## src/rtl/commit_arbiter_pkg.sv

```systemverilog
// Shared types and sizing for the commit stage.
// Holds the core data-path widths, the number of ALU result sources and the
// record captured for a granted result between grant and register-file write.
package commit_arbiter_pkg;

  localparam int CORE_XLEN       = 32;
  localparam int CORE_REG_ADDR_W = 5;
  localparam int COMMIT_NUM_SRC  = 5;
  localparam int COMMIT_SRC_W    = $clog2(COMMIT_NUM_SRC);

  // One granted result, as it travels from the grant cycle to the write cycle.
  typedef struct packed {
    logic [CORE_REG_ADDR_W-1:0] rd;
    logic [CORE_XLEN-1:0]       data;
    logic                       error;
    logic [COMMIT_SRC_W-1:0]    src;
  } commit_t;

endpackage

```

## src/rtl/commit_arbiter_rr_arbiter.sv

```systemverilog
// Combinational round-robin arbiter.
// Scans the request vector starting at the pointer position and wrapping
// around; returns the first requester as a one-hot vector and as an index.
// Kept generic so the issue stage can reuse it.
module commit_arbiter_rr_arbiter #(
  parameter int N     = 5,
  parameter int IDX_W = $clog2(N)
) (
  input  logic [N-1:0]     i_req,
  input  logic [IDX_W-1:0] i_ptr,
  output logic [N-1:0]     o_gnt_oh,
  output logic [IDX_W-1:0] o_gnt_idx,
  output logic             o_gnt_any
);

  // Pick the first request found at or after the pointer, modulo N.
  always_comb begin
    logic [IDX_W-1:0] w_j;
    o_gnt_oh  = '0;
    o_gnt_idx = '0;
    o_gnt_any = 1'b0;
    w_j       = '0;
    for (int k = 0; k < N; k++) begin
      w_j = IDX_W'((int'(i_ptr) + k) % N);
      if (!o_gnt_any && i_req[w_j]) begin
        o_gnt_any     = 1'b1;
        o_gnt_idx     = w_j;
        o_gnt_oh[w_j] = 1'b1;
      end
    end
  end

endmodule

```

## src/rtl/commit_arbiter.sv

```systemverilog
// Commit stage: collects finished ALU results over the req/valid/clear
// handshake, grants one per cycle round-robin, writes it to the integer
// register file one cycle later, or reports an exception for errored results.
// Optional feature macro: COMMIT_STALL_CNT_EN adds the 32-bit stall_cnt output.
module commit_arbiter
  import commit_arbiter_pkg::*;
#(
  parameter int  NUM_SRC    = COMMIT_NUM_SRC,
  parameter int  XLEN       = CORE_XLEN,
  parameter int  REG_ADDR_W = CORE_REG_ADDR_W,
  localparam int IDX_W      = $clog2(NUM_SRC)
) (
  input  logic                                clk,
  input  logic                                rst,
  input  logic [NUM_SRC-1:0]                  src_req,
  input  logic [NUM_SRC-1:0]                  src_valid,
  input  logic [NUM_SRC-1:0][XLEN-1:0]        src_res,
  input  logic [NUM_SRC-1:0][REG_ADDR_W-1:0]  src_rd,
  input  logic [NUM_SRC-1:0]                  src_error,
  output logic [NUM_SRC-1:0]                  src_clear,
  input  logic                                flush,
  output logic                                rf_we,
  output logic [REG_ADDR_W-1:0]               rf_waddr,
  output logic [XLEN-1:0]                     rf_wdata,
  output logic                                exc_valid,
  output logic [IDX_W-1:0]                    exc_src
`ifdef COMMIT_STALL_CNT_EN
  ,
  output logic [31:0]                         stall_cnt
`endif
);

  logic [IDX_W-1:0]   r_rr_ptr;
  logic [NUM_SRC-1:0] r_last_grant;
  logic               r_vld_p1;
  logic [NUM_SRC-1:0] r_clr_p1;
  commit_t            r_commit_p1;

  logic [NUM_SRC-1:0] w_elig;
  logic [NUM_SRC-1:0] w_gnt_oh;
  logic [IDX_W-1:0]   w_gnt_idx;
  logic               w_gnt_any;
  logic [IDX_W-1:0]   w_ptr_nxt;

  // ---- stage p0: eligibility and arbitration ----
  // The source granted last cycle still holds req while it samples clear,
  // so it is masked for one cycle to avoid a double commit.
  assign w_elig    = src_req & src_valid & ~r_last_grant;
  assign w_ptr_nxt = (w_gnt_idx == IDX_W'(NUM_SRC - 1)) ? '0 : w_gnt_idx + 1'b1;

  commit_arbiter_rr_arbiter #(
    .N     (NUM_SRC),
    .IDX_W (IDX_W)
  ) u_rr (
    .i_req     (w_elig),
    .i_ptr     (r_rr_ptr),
    .o_gnt_oh  (w_gnt_oh),
    .o_gnt_idx (w_gnt_idx),
    .o_gnt_any (w_gnt_any)
  );

  // Control state: grant valid, clear pulses, last-grant mask and pointer.
  // Flush drops every pending request in one shot and orders no new commit.
  always_ff @(posedge clk) begin
    if (rst) begin
      r_vld_p1     <= 1'b0;
      r_clr_p1     <= '0;
      r_last_grant <= '0;
      r_rr_ptr     <= '0;
    end else if (flush) begin
      r_vld_p1     <= 1'b0;
      r_clr_p1     <= src_req;
      r_last_grant <= '0;
    end else begin
      r_vld_p1     <= w_gnt_any;
      r_clr_p1     <= w_gnt_oh;
      r_last_grant <= w_gnt_oh;
      if (w_gnt_any) begin
        r_rr_ptr <= w_ptr_nxt;
      end
    end
  end

  // Capture the granted source's result fields; only meaningful with r_vld_p1.
  always_ff @(posedge clk) begin
    r_commit_p1.rd    <= src_rd[w_gnt_idx];
    r_commit_p1.data  <= src_res[w_gnt_idx];
    r_commit_p1.error <= src_error[w_gnt_idx];
    r_commit_p1.src   <= COMMIT_SRC_W'(w_gnt_idx);
  end

  // ---- stage p1: register-file write / exception report ----
  // Writes to x0 are suppressed but the source is still cleared.
  assign src_clear = r_clr_p1;
  assign rf_we     = r_vld_p1 & ~r_commit_p1.error & (r_commit_p1.rd != '0);
  assign rf_waddr  = rf_we ? r_commit_p1.rd : '0;
  assign rf_wdata  = rf_we ? r_commit_p1.data : '0;
  assign exc_valid = r_vld_p1 & r_commit_p1.error;
  assign exc_src   = exc_valid ? IDX_W'(r_commit_p1.src) : '0;

`ifdef COMMIT_STALL_CNT_EN
  logic [31:0] r_stall_cnt;
  logic        w_stall;

  // A stall is any ready source (req & valid) left ungranted this cycle,
  // whether it lost arbitration or was masked.
  assign w_stall = |(src_req & src_valid & ~w_gnt_oh);

  // Free-running wrap-around stall counter, frozen while flushing.
  always_ff @(posedge clk) begin
    if (rst) begin
      r_stall_cnt <= '0;
    end else if (!flush && w_stall) begin
      r_stall_cnt <= r_stall_cnt + 32'd1;
    end
  end

  assign stall_cnt = r_stall_cnt;
`endif

endmodule

```

## config.mk

```make
export PLATFORM = sky130hd
export DESIGN_NAME = commit_arbiter
export DESIGN_NICKNAME = d
export VERILOG_FILES = /design/src/rtl/commit_arbiter_pkg.sv /design/src/rtl/commit_arbiter_rr_arbiter.sv /design/src/rtl/commit_arbiter.sv
export SDC_FILE = /design/constraint.sdc
export NUM_CORES = 1
export LEC_CHECK = 0
export BUFFER_PORTS_ARGS = -buffer_cell sky130_fd_sc_hd__buf_2
export CAP_MARGIN = 20
export CORE_MARGIN = 4
export CORE_UTILIZATION = 25
export DETAILED_ROUTE_END_ITERATION = 16
export PLACE_DENSITY = 0.56
export SETUP_SLACK_MARGIN = 0.2
export SLEW_MARGIN = 25
export SYNTH_ARGS = -nofsm -noshare
export SYNTH_HDL_FRONTEND = slang
export SYNTH_SLANG_ARGS = --single-unit
```

## constraint.sdc

```tcl
create_clock -name clk -period 9 [get_ports clk]
set_clock_uncertainty 0.05 [all_clocks]
set_input_delay 1.8 -clock clk [delete_from_list [all_inputs] [get_ports clk]]
set_output_delay 1.8 -clock clk [all_outputs]
set_load 0.01 [all_outputs]
```

==> results of run 1 <==
-- layout make-up --
| cell class | count | area share (%) |
|---|---|---|
| antenna | 1 | 0.0357 |
| clock buffer | 5 | 1.78 |
| clock inverter | 3 | 0.393 |
| inverter | 18 | 0.963 |
| multi-input combinational | 528 | 57.1 |
| sequential | 55 | 15.7 |
| tap | 275 | 4.91 |
| timing repair buffer | 262 | 19.2 |
-- metal layers --
metal | global-route usage [%] | share of wire [%] | vias to the layer above
li1 | - | - | 2962
met1 | 23.9 | 46 | 2887
met2 | 27.4 | 46 | 255
met3 | 2.98 | 7.0 | 25
met4 | 3.83 | 1.6 | 0
met5 | 0 | 0 | -
-- path summary, 6_finish.rpt --
check              startpoint               to  slack (ps)
hold reg to reg   r_rr_ptr[1]      r_rr_ptr[1]         640
hold / removal    r_rr_ptr[1]      r_rr_ptr[1]         640
setup reg to reg  r_rr_ptr[0]  r_commit_p1[12]        2350
setup / recovery  r_rr_ptr[0]  r_commit_p1[12]        2350
-- critical path: cells and delay by family (launching register included) --
kind / cells / cell delay [ps]
flip-flops: 1 / 310
AO/OA/AOI/OAI: 3 / 400
adder cells (fa/ha/maj): 3 / 1220
AND/OR/NAND/NOR: 7 / 1440
multiplexers: 2 / 720
buffers and inverters: 6 / 1990
XOR/XNOR: 1 / 350
-- stage by stage --
step / hold WS (ps) / instance area, um2
CTS: 631 / 7010
global route: 681 / 7010
detailed placement: 622 / 6860
finish: 639 / 7010
floorplan: 551 / 5420
global placement: 588 / 6850
-- state kept, by name, indices dropped and copies added, names as in the netlist --
signal,cells
r_commit_p1,41
r_vld_p1,1
r_last_grant,5
r_rr_ptr,3
src_clear,5
-- cell families after synthesis --
logic type      Yosys count
compound gates          209
xor+xnor                  9
fa+ha+maj                23
buf+inv                  77
flops                    55
mux                      52
simple gates            235
-- cells in the final DEF (no fill, tap or decap), drive strengths merged, types with 8 or more instances in the layout --
cell    count
a21oi      13
a31oi       8
and2       38
and3       11
and4       39
buf       262
dfxtp      55
ha         22
inv        19
mux2i      49
nand2      54
nand3      20
nor2       25
nor3        8
o211ai     82
o21ai      18
o31a       40
xnor2       8
-- power breakdown --
| group | switching (mW) | internal [mW] | total [mW] |
|---|---|---|---|
| clock network | 0.108 | 0.106 | 0.214 |
| registers | 0.0348 | 0.382 | 0.416 |
| logic | 1.40 | 0.950 | 2.35 |
| total | 1.54 | 1.44 | 2.98 |
==> results.toml, run 1 <==
[worst_setup_path]
r2r_cells = 22
critPathArrivalTime_ps = 6770
crit_slowest_cell = "ha_1"
cp-start-kind = "register"
critPathRequiredTime_ps = 9120
cp_slowest_stage_delay_ps = 660
crit_type = "register to register"
cp_max_fo = 39
cp-end-kind = "register"
path_cells = "buf_4 > inv_1 > ha_1 > inv_1 > ha_1 > nor2_1 > a21oi_1 > xnor2_1 > ha_1 > nor2b_1 > nor2_1 > or3_1 > and4_1 > mux2i_1 > o32ai_2 > nand3_1 > buf_4 > nand3_1 > inv_2 > buf_4 > mux2i_1 > o211ai_1"

[routing]
viasPerCell = 5.34
drt_iter0_drc = 453
ant_nets = 0
wl_mm = 21.8
post_drt_wl_per_cell_um = 19.0
drc = 0
firstDrtPassIters = 6
vias = 6129

[global_route]
grt_max_degree = 65
grt_pass1_wl_mm = 33.3
grt_pass1_vias = 5949
grt-ovfl-total = 0
grt.total_usage_pct = 17.1
antenna_found_initial = 1

[layout]
nets = 1096
drive_gt1_share_pct = 35.2
syn_to_final_growth_pct = 29.5
seq_area_um2 = 1100
stdcell_count = 1147
multi_input_area_um2 = 4000
utilization_pct = 33.2
fill_cells = 2275

[clocking]
cts-root-buf = "clkbuf_16"
htree_levels = 2
cts_made_buffers = 5
cts_resized = 0
clkLatencyLatePin_ps = 310
cts_hold_buf = 0
cts.sinks = 55
clkTransAtPathRegs_ps = 80
cts_buffer_depth = 2
cts_tree = "built"
post_cts_buffers = 0

[timing]
finalWorstSetupSlack_ps = 2350
grt_setup_unrepaired = "false"
fin_crit_ps = 6650
slew_headroom_pct = 36.4
fmaxAchievable_ghz = 0.150
slew_violations = 0
tightestPinTransition_ps = 950
min_period_over_period_pct = 73.9
setup_viol = 0
hold_viol = 0
setup_tns_ps = 0

[logic_synthesis]
synthCells = 660
synth_top_area_cell = "dfxtp_1"
synthXorXnorAreaFrac_pct = 1.73
synth_most_common_cell = "o211ai_1"
yosys-top-cells-area = "dfxtp_1 20%, o211ai_1 10%, mux2i_1 8.9%"
synth_nets = 886
synth_compound_area_share_pct = 30.5
yosys.area_share.simple_pct = 25.7
synth_warnings = 0
synth.area.mux_share_pct = 9.91
postSynthAreaPerCell_um2 = 8.20
synth_area_um2 = 5420
ys_seq_elements = 55
ys.flop_type = "dfxtp_1"
synth_top_area_share_pct = 20.3
netlist-cell-type-count = 76
synth_edf_count = 0
yosysSeqAreaShare_pct = 20.3
synth_fa_ha_area_share_pct = 5.45
async_flop_share_pct = 0
synth_top_family_by_area = "compound AO/OA/AOI/OAI gates"
netlist_top_cells_count = "74 x o211ai_1, 55 x dfxtp_1, 54 x nand2_1"

[worst_hold_path]
hold_path_class = "register to register"
hold_depth = 2

[pwr]
pwr_density_cell_nw_per_um2 = 425
report.power.total_mw = 2.98
irDropWorstVdd_mv = 0.210
leakage_nw = 3.25

[run]
cap_violations = 0

[floorplan]
coreArea_um2 = 21200
chipWidth_um = 155
die_h_um = 155
dieArea_um2 = 24100
num_io_pins = 250
num_rows = 53
start_util_pct = 25.6

[placed_design]
place.gp.congestion = 0.908
portBuffers = 249
dp_slack_ps = 2380
placed_cells = 1138
place_hpwl_mm = 16.7

[outcome]
status = "completed"
Power figures use the tool's default switching activity.
==> run 2: changes to the inputs <==
ABC_AREA = 1   (was not set)
PLACE_DENSITY = 0.57   (was 0.56)
clock period = 7 ns   (was 9 ns; I/O delays follow)
==> run 2 against run 1 <==
  * Core utilization rose by 0.39 points
  * Synthesized cell count grew 31%
  * Sequential cell count unchanged
  * Via count up 1.4%
  * Design area down 6.0%
  * Register-to-register slack lost 600 ps
  * Sequential power up 36%
  * Highest routed layer is now met5
  * Wire length decreased by 11%
  * Maximum frequency rose by 27%
==> results.toml, run 2 <==
[global_route]
grt-ovfl-total = 0
grt_max_degree = 80
grt.total_usage_pct = 16.1
antenna_found_initial = 2
grt_pass1_vias = 5625
grt_pass1_wl_mm = 29.1

[timing]
grt_setup_unrepaired = "false"
finalWorstSetupSlack_ps = 1750
setup_viol = 0
tightestPinTransition_ps = 826
slew_headroom_pct = 45.0
fin_crit_ps = 5250
fmaxAchievable_ghz = 0.191
hold_viol = 0
min_period_over_period_pct = 75.0
setup_tns_ps = 0
slew_violations = 0
hold_ws_ps = 642

[logic_synthesis]
async_flop_share_pct = 0
synth_area_um2 = 5040
synth_edf_count = 0
synth_nets = 1089
ys.flop_type = "dfxtp_1"
netlist_top_cells_count = "247 x nand2_1, 218 x nand3_1, 98 x inv_1"
netlist-cell-type-count = 43
yosysSeqAreaShare_pct = 21.8
synth_top_area_share_pct = 21.8
postSynthAreaPerCell_um2 = 5.84
ys_seq_elements = 55
synth_top_area_cell = "dfxtp_1"
synth_warnings = 0
synth_most_common_cell = "nand2_1"
synthCells = 863
yosys-top-cells-area = "dfxtp_1 22%, nand3_1 22%, nand2_1 18%"

[routing]
ant_nets = 0
drc = 0
firstDrtPassIters = 5
viasPerCell = 4.61
post_drt_wl_per_cell_um = 14.4
wl_mm = 19.4
vias = 6215
drt_iter0_drc = 361

[clocking]
post_cts_buffers = 0
cts.sinks = 55
cts_buffer_depth = 2
htree_levels = 2
cts_tree = "built"
cts_resized = 0
clkLatencyLatePin_ps = 300
cts_hold_buf = 0
cts_made_buffers = 5
clkTransAtPathRegs_ps = 70
cts-root-buf = "clkbuf_16"

[layout]
regMostFlops = "r_commit_p1"
final_common_cell = "buf_2"
drive_gt1_share_pct = 28.7
nets = 1307
finalInstanceArea_um2 = 6590
syn_to_final_growth_pct = 30.8
final_cell_mix = "249 x buf_2, 247 x nand2_1, 218 x nand3_1, 98 x inv_1, 76 x nor2_1"
largest_register_ffs = 41

[placed_design]
place.gp.congestion = 0.959
dp_slack_ps = 1770
place_area_um2 = 6410
place_hpwl_mm = 15.1
portBuffers = 249

[pwr]
report.power.total_mw = 4.52
irDropWorstVdd_mv = 0.791
pwr_density_cell_nw_per_um2 = 686
leakage_nw = 3.80

[worst_setup_path]
critPathRequiredTime_ps = 7120
cpLargestDelayFamily = "simple AND/OR/NAND/NOR gates"
crit_type = "register to register"
crit_top_cell = "inv_1"
cp-start-kind = "register"
critPathArrivalTime_ps = 5370
crit_slowest_cell = "nand2_4"
cp_max_fo = 79
path_buf_inv = 9
cp_slowest_stage_delay_ps = 560
cp-end-kind = "register"

[floorplan]
num_io_pins = 250
die_h_um = 150
dieArea_um2 = 22500
chipWidth_um = 150
coreArea_um2 = 19700
start_util_pct = 25.6
num_rows = 51

[outcome]
status = "completed"

[run]
cap_violations = 0

[worst_hold_path]
hold_path_class = "register to register"
## run 2: changes by cell type after synthesis, sizes merged, moves of 8 or more
cell / change
and2: -37
and3: -11
and4: -39
buf: +15
clkbuf: -29
inv: +89
mux2i: -49
nand2: +210
nand3: +206
nor2: +56
o211ai: -79
o31a: -40
xnor2: -8
## run 2: kinds of logic after synthesis
| family | synth area share (%) |
|---|---|
| DFF | 21.8 |
| and+or+nand+nor | 53.5 |
| xor gates and xnor gates | 0.844 |
| buffers and inverters | 13.4 |
| adders and majority gates | 5.86 |
| AOI/OAI and AO/OA | 4.52 |
## run 2: where the power goes
| part | switching [mW] | internal [mW] | leakage, nW |
|---|---|---|---|
| Sequential | 0.0459 | 0.520 | 0.460 |
| Clock | 0.125 | 0.170 | 0.0804 |
| Combinational | 2.51 | 1.15 | 3.26 |
| Total | 2.68 | 1.84 | 3.80 |
## run 2: worst paths after layout
| kind | startpoint | end | slack, ps | cells after the start |
|---|---|---|---|---|
| min | r_rr_ptr[0] | r_rr_ptr[0] | 640 | 3 |
| min reg2reg | r_rr_ptr[0] | r_rr_ptr[0] | 640 | 3 |
| max | r_rr_ptr[0] | r_rr_ptr[1] | 1750 | 29 |
| max reg2reg | r_rr_ptr[0] | r_rr_ptr[1] | 1750 | 29 |
## run 2: area by class of cell
class,count,area [um2]
Antenna cell,2,5.00
Tap cell,265,332
Multi-Input combinational cell,655,3280
Clock inverter,3,46.3
Timing Repair Buffer,256,1300
Clock buffer,5,125
Sequential cell,55,1100
Inverter,108,408
Fill cell,2246,13100
## run 2: layer usage
layer	up-vias	GRT usage, %	wire length (um)
li1	3200	-	-
met5	-	0	12
met4	2	3.52	282
met3	21	2.79	1310
met1	2755	21.8	8360
met2	237	26.7	9410
## run 2: worst register-to-register path, delay by kind of cell, from the launching register on
kind	cells	cell delay [ps]
and+or+nand+nor	13	1860
DFF	1	310
buffers and inverters	9	1190
adders and majority gates	4	1210
AOI/OAI and AO/OA	2	230
xor gates and xnor gates	1	270
## run 2: stage by stage
stage	std cells	util (%)
after global placement	1339	32.6
after floorplan	863	-
final	1349	33.5
after detailed placement	1339	32.6
after CTS	1347	33.5
after global routing	1348	33.5
==> run 3: changes to the inputs <==
PLACE_DENSITY = 0.59   (was 0.57)
clock period = 4.6 ns   (was 7 ns; I/O delays follow)
==> run 3 against run 2 <==
  * Via count is 2.9% higher
  * Design area is 5.0% higher
  * Setup slack worse by 1300 ps
  * Sequential cell count stayed put
  * Hold slack worse by 9.7 ps
  * Largest cell class unchanged
  * Highest routed layer is now met4
==> results.toml, run 3 (same netlist as run 2, synthesis figures left out) <==
[timing]
min_period_over_period_pct = 89.3
slew_violations = 0
fin_crit_ps = 4110
setup_viol = 0
hold_viol = 0
fmaxAchievable_ghz = 0.243
grt_setup_unrepaired = "false"
setup_tns_ps = 0
tightestPinTransition_ps = 594
finalWorstSetupSlack_ps = 492
slew_headroom_pct = 60.1

[layout]
final_cell_mix = "249 x buf_2, 245 x nand2_1, 217 x nand3_1, 93 x inv_1, 74 x nor2_1"
seq_area_um2 = 1100
stdcell_count = 1367
largest_register_ffs = 41
drive_gt1_share_pct = 31.9
multi_input_area_um2 = 3370
syn_to_final_growth_pct = 37.3
utilization_pct = 35.2
regMostFlops = "r_commit_p1"
nets = 1326
fill_cells = 2226
final_common_cell = "buf_2"

[worst_setup_path]
r2r_cells = 28
r2r_setup_slack_ps = 490
critPathArrivalTime_ps = 4260
cp_max_fo = 28
cp-start-kind = "register"
cp-end-kind = "register"
crit_slowest_cell = "dfxtp_2"
cp_slowest_stage_delay_ps = 350
critPathRequiredTime_ps = 4750
crit_type = "register to register"
crit_top_cell = "nand2_1"

[routing]
firstDrtPassIters = 5
vias = 6394
drc = 0
drt_iter0_drc = 448
ant_nets = 0
viasPerCell = 4.68
post_drt_wl_per_cell_um = 14.7
wl_mm = 20.1

[clocking]
clkLatencyLatePin_ps = 310
cts_made_buffers = 5
cts_hold_buf = 0
cts.sinks = 55
cts_tree = "built"
clkTransAtPathRegs_ps = 80
cts-root-buf = "clkbuf_16"
htree_levels = 2
cts_buffer_depth = 2

[outcome]
status = "completed"

[placed_design]
place.gp.congestion = 0.923
placed_cells = 1350
portBuffers = 249
place_hpwl_mm = 15.5
dp_slack_ps = 90.0

[worst_hold_path]
hold_depth = 3
hold_path_class = "register to register"

[global_route]
grt_max_degree = 79
antenna_found_initial = 0
grt_pass1_wl_mm = 29.7
grt_pass1_vias = 5984
grt.total_usage_pct = 16.2
grt-ovfl-total = 0

[floorplan]
coreArea_um2 = 19700
dieArea_um2 = 22500
num_rows = 51
num_io_pins = 250
die_h_um = 150
start_util_pct = 25.6
chipWidth_um = 150

[run]
cap_violations = 0
==> run 3: metal layers <==
metal | routed length, um | track usage [%]
met5 | 0 | 0
met4 | 384 | 3.66
met3 | 1520 | 3.36
met2 | 9690 | 27.6
met1 | 8490 | 21.1
==> run 3: layout make-up <==
class | count | share of cell area, %
well taps | 265 | 4.79
diodes | 1 | 0.0362
repair buffers | 275 | 22.4
multi-input cells | 655 | 48.7
clock inverters | 3 | 0.344
inverters | 108 | 5.97
clock buffers | 5 | 1.81
flip-flops and latches | 55 | 16.0
==> run 3: path summary, 6_finish.rpt <==
kind | from | end
setup / recovery | r_rr_ptr[1] | r_commit_p1[12]
hold reg to reg | r_rr_ptr[1] | r_rr_ptr[1]
hold / removal | r_rr_ptr[1] | r_rr_ptr[1]
setup reg to reg | r_rr_ptr[1] | r_commit_p1[12]
==> run 3: critical path: cells and delay by family, from the launching register on <==
| kind | cells | cell delay [ps] |
|---|---|---|
| XOR/XNOR | 1 | 200 |
| AND/OR/NAND/NOR | 19 | 2300 |
| adder cells (fa/ha/maj) | 3 | 590 |
| flip-flops | 1 | 350 |
| buffers and inverters | 5 | 480 |
==> run 3: repair_timing <==
action	CTS	global route
cloned	0	1
pin swaps	0	6
resized for setup	4	38
endpoints found under the setup margin	41	46
setup buffers	0	7
==> run 3: metrics by stage <==
stage / cell area, um2 / hold slack (ps)
floorplan: 5040 / 653
global placement: 6540 / 673
detailed placement: 6540 / 675
CTS: 6700 / 685
global route: 6920 / 669
finish: 6920 / 632
Power of run 3 is left out: the tool's default activity adds up to more than one toggle a clock period on the data nets, which glitch-free logic cannot reach.
